### src/rtl/alu_ctrl_pkg.sv
// rtl/alu_ctrl_pkg.sv - ALU control codes, funct/ALUOp encodings and issue-stage state encoding
package alu_ctrl_pkg;

    localparam logic [3:0] CODE_MUL   = 4'b0000;
    localparam logic [3:0] CODE_SUB   = 4'b0001;
    localparam logic [3:0] CODE_ADD   = 4'b0010;
    localparam logic [3:0] CODE_NOT   = 4'b0011;
    localparam logic [3:0] CODE_NEG   = 4'b0100;
    localparam logic [3:0] CODE_AND   = 4'b0101;
    localparam logic [3:0] CODE_OR    = 4'b0110;
    localparam logic [3:0] CODE_XOR   = 4'b0111;
    localparam logic [3:0] CODE_SLL   = 4'b1000;
    localparam logic [3:0] CODE_SRL   = 4'b1001;
    localparam logic [3:0] CODE_SHL2A = 4'b1010;
    localparam logic [3:0] CODE_NONE  = 4'b1111;

    localparam logic [1:0] ALUOP_ADD   = 2'b00;
    localparam logic [1:0] ALUOP_SUB   = 2'b01;
    localparam logic [1:0] ALUOP_RTYPE = 2'b10;
    localparam logic [1:0] ALUOP_OR    = 2'b11;

    localparam logic [5:0] FUNCT_ADD   = 6'b100000;
    localparam logic [5:0] FUNCT_ADDU  = 6'b100001;
    localparam logic [5:0] FUNCT_SUB   = 6'b100010;
    localparam logic [5:0] FUNCT_SUBU  = 6'b100011;
    localparam logic [5:0] FUNCT_AND   = 6'b100100;
    localparam logic [5:0] FUNCT_OR    = 6'b100101;
    localparam logic [5:0] FUNCT_XOR   = 6'b100110;
    localparam logic [5:0] FUNCT_SLL   = 6'b000000;
    localparam logic [5:0] FUNCT_SRL   = 6'b000010;
    localparam logic [5:0] FUNCT_MULT  = 6'b011000;
    localparam logic [5:0] FUNCT_MULTU = 6'b011001;

    typedef enum logic [1:0] {
        ST_EMPTY    = 2'b00,
        ST_FULL     = 2'b01,
        ST_MUL_WAIT = 2'b10
    } issue_state_t;

endpackage

### src/rtl/alu_ctrl_decode.sv
// rtl/alu_ctrl_decode.sv - combinational ALUOp/funct decode to ALU control code, shift select, illegal and multiply flags
module alu_ctrl_decode
    import alu_ctrl_pkg::*;
(
    input  logic [1:0] alu_op,
    input  logic [5:0] funct,
    output logic [3:0] code,
    output logic       shamt_sel,
    output logic       illegal,
    output logic       is_mul
);

    always_comb begin
        code      = CODE_NONE;
        shamt_sel = 1'b0;
        illegal   = 1'b0;
        is_mul    = 1'b0;
        case (alu_op)
            ALUOP_ADD: code = CODE_ADD;
            ALUOP_SUB: code = CODE_SUB;
            ALUOP_OR:  code = CODE_OR;
            default: begin
                case (funct)
                    FUNCT_ADD, FUNCT_ADDU: code = CODE_ADD;
                    FUNCT_SUB, FUNCT_SUBU: code = CODE_SUB;
                    FUNCT_AND:             code = CODE_AND;
                    FUNCT_OR:              code = CODE_OR;
                    FUNCT_XOR:             code = CODE_XOR;
                    FUNCT_SLL: begin
                        code      = CODE_SLL;
                        shamt_sel = 1'b1;
                    end
                    FUNCT_SRL: begin
                        code      = CODE_SRL;
                        shamt_sel = 1'b1;
                    end
                    FUNCT_MULT, FUNCT_MULTU: begin
                        code   = CODE_MUL;
                        is_mul = 1'b1;
                    end
                    default: begin
                        code    = CODE_NONE;
                        illegal = 1'b1;
                    end
                endcase
            end
        endcase
    end

endmodule

### src/rtl/alu_ctrl_issue.sv
// rtl/alu_ctrl_issue.sv - one-entry ALU control issue stage with multiply hold; ALU_CTRL_ILLEGAL_TRAP_EN enables the illegal flag
module alu_ctrl_issue
    import alu_ctrl_pkg::*;
#(
    parameter int MUL_LAT = 2
) (
    input  logic       clk,
    input  logic       reset,
    input  logic       in_valid,
    output logic       in_ready,
    input  logic [1:0] alu_op,
    input  logic [5:0] funct,
    input  logic [4:0] shamt,
    output logic       out_valid,
    input  logic       out_ready,
    output logic [3:0] alu_control,
    output logic       shamt_sel,
    output logic [4:0] shamt_q,
    output logic       illegal
);

    localparam logic [3:0] MUL_WAIT_INIT = 4'(MUL_LAT - 1);

    issue_state_t state;
    logic [3:0]   cnt;
    logic [3:0]   dec_code;
    logic         dec_shamt_sel;
    logic         dec_illegal;
    logic         dec_is_mul;
    logic         accept;

    alu_ctrl_decode u_decode (
        .alu_op    (alu_op),
        .funct     (funct),
        .code      (dec_code),
        .shamt_sel (dec_shamt_sel),
        .illegal   (dec_illegal),
        .is_mul    (dec_is_mul)
    );

    assign in_ready  = (state == ST_EMPTY) || ((state == ST_FULL) && out_ready);
    assign out_valid = (state == ST_FULL);
    assign accept    = in_valid && in_ready;

`ifdef ALU_CTRL_ILLEGAL_TRAP_EN
    logic illegal_q;
    assign illegal = illegal_q;
`else
    logic unused_illegal;
    assign unused_illegal = dec_illegal;
    assign illegal        = 1'b0;
`endif

    always_ff @(posedge clk) begin
        if (!reset) begin
            state       <= ST_EMPTY;
            cnt         <= 4'd0;
            alu_control <= CODE_NONE;
            shamt_sel   <= 1'b0;
            shamt_q     <= 5'd0;
`ifdef ALU_CTRL_ILLEGAL_TRAP_EN
            illegal_q   <= 1'b0;
`endif
        end else if (accept) begin
            // Accept from EMPTY or a same-cycle reload from FULL behave identically.
            alu_control <= dec_code;
            shamt_sel   <= dec_shamt_sel;
            shamt_q     <= shamt;
`ifdef ALU_CTRL_ILLEGAL_TRAP_EN
            illegal_q   <= dec_illegal;
`endif
            if (dec_is_mul && (MUL_LAT > 1)) begin
                state <= ST_MUL_WAIT;
                cnt   <= MUL_WAIT_INIT;
            end else begin
                state <= ST_FULL;
            end
        end else begin
            case (state)
                ST_FULL: begin
                    if (out_ready) begin
                        state <= ST_EMPTY;
                    end
                end
                ST_MUL_WAIT: begin
                    if (cnt == 4'd1) begin
                        state <= ST_FULL;
                    end
                    cnt <= cnt - 4'd1;
                end
                default: begin
                    state <= ST_EMPTY;
                end
            endcase
        end
    end

endmodule

### config.mk
export PLATFORM = sky130hd
export DESIGN_NAME = alu_ctrl_issue
export DESIGN_NICKNAME = d
export VERILOG_FILES = /design/src/rtl/alu_ctrl_pkg.sv /design/src/rtl/alu_ctrl_decode.sv /design/src/rtl/alu_ctrl_issue.sv
export SDC_FILE = /design/constraint.sdc
export NUM_CORES = 1
export LEC_CHECK = 0
export BUFFER_PORTS_ARGS = -buffer_cell sky130_fd_sc_hd__buf_4
export CAP_MARGIN = 20
export CELL_PAD_IN_SITES_DETAIL_PLACEMENT = 0
export CELL_PAD_IN_SITES_GLOBAL_PLACEMENT = 1
export CORE_ASPECT_RATIO = 1.5
export CORE_UTILIZATION = 41
export CTS_BUF_LIST = sky130_fd_sc_hd__clkbuf_4 sky130_fd_sc_hd__clkbuf_8
export CTS_CLUSTER_DIAMETER = 120
export CTS_CLUSTER_SIZE = 28
export DETAILED_ROUTE_END_ITERATION = 7
export PLACE_DENSITY_LB_ADDON = 0.1
export SYNTH_ARGS = -nofsm -noshare
export SYNTH_HDL_FRONTEND = slang
export SYNTH_HIERARCHICAL = 1
export SYNTH_SLANG_ARGS = --single-unit
export TNS_END_PERCENT = 1
### constraint.sdc
create_clock -name clk -period 4.3 [get_ports clk]
set_input_delay 0.645 -clock clk [delete_from_list [all_inputs] [get_ports clk]]
set_output_delay 0.645 -clock clk [all_outputs]
set_load 0.01 [all_outputs]
* After elaboration in Yosys (flattened, before gate mapping)
Index checks and enable logic that the tools add are counted.
Word-level totals: register bits after elaboration 16, input bits 17
Operators by class: $add $sub $neg 1, eq/ne operators 18, mux-type cells 14, reductions and logical operators 14
Operators with widths (number):
- 6-bit equality test, second input constant | 7
- 4-bit one-hot mux with 8 select lines | 1
- 6-bit by 5-bit equality test with 1-bit output, second input constant | 2
- 4-bit 2-to-1 mux | 3
- 4-bit one-hot mux with 3 select lines | 1
- 2-bit 2-to-1 mux | 4
- 2-bit OR reduction | 4
- 6-bit by 2-bit equality test with 1-bit output, second input constant | 1
- 6-bit logical NOT | 1
- 2-bit by 1-bit equality test with 1-bit output, second input constant | 2
- 2-bit equality test, second input constant | 2
- 4-bit by 1-bit equality test with 1-bit output, second input constant | 1
- 2-bit logical NOT | 2
- 1-bit 2-to-1 mux | 4
- 2-bit one-hot mux with 2 select lines | 1
- 2-bit AND reduction | 2
- 4-bit by 1-bit subtractor with 4-bit output, second input constant | 1
- 3-bit by 1-bit != test with 1-bit output, second input constant | 1
- 3-bit != test, second input constant | 1
- 3-bit OR reduction | 1
- 1-bit logical AND | 2
- 2-bit != test, second input constant | 1
- 2-bit nonzero test | 1
- 1-bit logical OR | 1

* Depth between registers and ports, before layout
word-level depth 6, mapped depth 7, depth with buffers taken out 7

* Cells and area by module
The synthesis kept the hierarchy.
Modules (own cells, without submodules):
- alu_ctrl_issue | instances 1, cells each 85, area each 733.2 um^2, sequential area each 320.3 um^2
- alu_ctrl_decode | instances 1, cells each 37, area each 261.5 um^2, sequential area each 0.0 um^2

* Worst setup path after synthesis
No wires, ideal clock.
path kind input -> output, from input out_ready, to output in_ready, arrival time 1.191 ns, setup slack 2.464 ns, cell stages on the path 3, cells stage by stage and2b_2 clkbuf_1 nor2_1
Between the ends: longest elaborated chain between the ends 2
Ends and longest elaborated chain:
- from (decl) | RTL line alu_ctrl_issue.sv:15 | input logic out_ready,
- 1-bit logical AND | RTL line alu_ctrl_issue.sv:41 | assign in_ready = (state == ST_EMPTY) || ((state == ST_FULL) && out_ready);
- 1-bit logical OR | RTL line alu_ctrl_issue.sv:41
- to (decl) | RTL line alu_ctrl_issue.sv:10 | output logic in_ready,
No other way between the ends.

* Worst setup path after layout
Same ends and word-level chain as after synthesis.

==> impl_metrics.json <==
{
  "cts.path.max_buffers": 2,
  "met3_usage_pct": 2.326,
  "cts_resized": 0,
  "grt_pass1_wl_mm": 3.684,
  "p_per_area_nw_per_um2": 250.1,
  "cp_cell_sequence": "buf_4 -> and2b_2 -> nor2_1 -> buf_4",
  "drc": 0,
  "fin_worst_skew_ns": 0.002216,
  "syn_nets": 143,
  "p_int_mw": 0.2233,
  "fin_crit_sh_pct": 44.90,
  "syn_avg_cell_area_sq_um": 8.190,
  "critPathRequiredTime_ns": 3.65,
  "fin_hold_ws_ns": 0.4785,
  "routed_via_density": 5.615,
  "grtUsageTotal_pct": 17.73,
  "htreeDepth": 1,
  "grt-busiest-layer": "met2",
  "p_sw_share_pct": 26.78,
  "fmax_mhz": 518.0,
  "worst_setup_path_end_kind": "output pin",
  "placementRows": 21,
  "area_growth_pct": 23.11,
  "slew_viol_final": 0,
  "cts_made_buffers": 3,
  "drtPass1Iterations": 4,
  "final_nets": 170,
  "port_buffers": 28,
  "finalSetupViolCount": 0,
  "multi_input_area_sq_um": 608.1,
  "cts_tree": "built",
  "power_mw": 0.3051,
  "dp_hpwl_mm": 1.653,
  "seqPwrFrac_pct": 52.0,
  "start_kind": "input pin",
  "max-cap-violations": 0,
  "cp_slowest_stage_delay_ns": 0.33,
  "grtUsageMet2_pct": 30.86,
  "drt_iter0_drc": 16,
  "critPathArrivalTime_ns": 1.29,
  "relSlewSlack_pct": 51.79,
  "cpMostUsedCell": "buf_4",
  "post_cts_buffers": 0,
  "num_vias": 949,
  "outcome": "complete, no violations",
  "die_w_microns": 42.14,
  "die_h_microns": 62.21,
  "hold_violations": 0,
  "hp-class": "register to register",
  "hold_buffers": 0,
  "dieArea_sq_um": 2622,
  "path_buf_inv": 2,
  "drive_gt1_share_pct": 26.71,
  "insertion_delay_ns": 0.28,
  "cts.clk_slew.worst_paths_ns": 0.08,
  "num-fill-cells": 226,
  "netlist_area_sq_um": 991.0,
  "cellLeakagePower_nw": 0.5199,
  "io_pins": 30,
  "wl_per_cell_microns": 12.79,
  "cp_max_fo": 12,
  "grt_pass1_vias": 862,
  "cp_slowest_cell": "and2b_2",
  "antenna_found_initial": 0,
  "grt_max_degree": 17,
  "wl_mm": 2.161,
  "fin_crit_ns": 1.930,
  "tightest_slew_ns": 0.7217,
  "grt_setup_unrepaired": "no",
  "start_util_pct": 43.85,
  "critical-path-top-delay-family": "simple AND/OR/NAND/NOR gates",
  "critical_path_class": "input pin to output pin",
  "use_met1_pct": 21.01,
  "syn_inst": 121,
  "antenna_left": 0,
  "power.switching_mw": 0.08170,
  "clock_sink_count": 16,
  "ys_warn_count": 6,
  "clkPwrFrac_pct": 24.8,
  "place_congestion": 0.8915,
  "overflow": 0,
  "fin_setup_tns_ns": 0,
  "core-area_sq_um": 2260,
  "pwr-share-comb_pct": 23.2,
  "regArea_sq_um": 320.3,
  "final_util_pct": 53.99,
  "antenna_cells": 0,
  "cts.root.buffer_cell": "clkbuf_4",
  "vdd_drop_max_mv": 0.1482
}
## through the flow
step | worst slack, ns | cells | cell area [sq um]
floorplan | 2.464 | 121 | 991.0
global placement | 2.178 | 166 | 1197
detailed placement | 2.106 | 166 | 1197
CTS | 2.359 | 169 | 1220
global route | 2.235 | 169 | 1220
finish | 2.370 | 169 | 1220
## area by class of cell
cell class | instances | share of cell area, %
timing repair buffer | 28 | 17.23
sequential | 16 | 26.26
clock buffer | 3 | 1.846
inverter | 8 | 2.462
multi-input combinational | 91 | 49.85
tap | 23 | 2.359
## layer usage
metal,share of wire (%),vias to the layer above
met4,1.9,0
met2,51,21
met3,4.8,4
met1,42,445
met5,0,-
li1,-,479
## worst paths after layout
check               end  depth (start not counted)  startpoint  slack [ns]
max            in_ready                          4   out_ready        2.37
min          shamt_q[3]                          2  shamt_q[3]        0.48
max reg2reg      cnt[1]                          3    state[1]        2.75
min reg2reg  shamt_q[3]                          2  shamt_q[3]        0.48
## power by group through the flow
stage | sequential (mW) | clock (mW) | combinational (mW)
2_1_floorplan | 0.165 | 0 | 0.0375
3_3_place_gp | 0.162 | 0 | 0.0714
3_5_place_dp | 0.162 | 0 | 0.0718
4_1_cts | 0.159 | 0.0793 | 0.0719
5_1_grt | 0.160 | 0.0879 | 0.0782
6_report | 0.159 | 0.0755 | 0.0709
## cell usage in the layout, fill, tap and decap left out, drive strengths merged, types with 2 or more instances in the layout
cell type / n
dfxtp: 16
buf: 28
a21oi: 6
nor2: 7
ha: 5
a31oi: 3
or3: 2
inv: 8
clkbuf: 3
nand3: 15
o21ai: 13
and2b: 2
nor3b: 2
a21boi: 7
nand2b: 5
nor2b: 2
nand2: 4
## flip-flops by register name, indices dropped and copies added (netlist names)
signal,cells
shamt_q,5
alu_control,4
cnt,4
state,2
shamt_sel,1
## worst reg2reg max path: stages (launching register included)
cell and delay, ns:
dfxtp_1 0.37, nor2b_1 0.59, nand3_1 0.22, a41o_1 0.28
No activity file was read; power rests on OpenSTA's default activity.
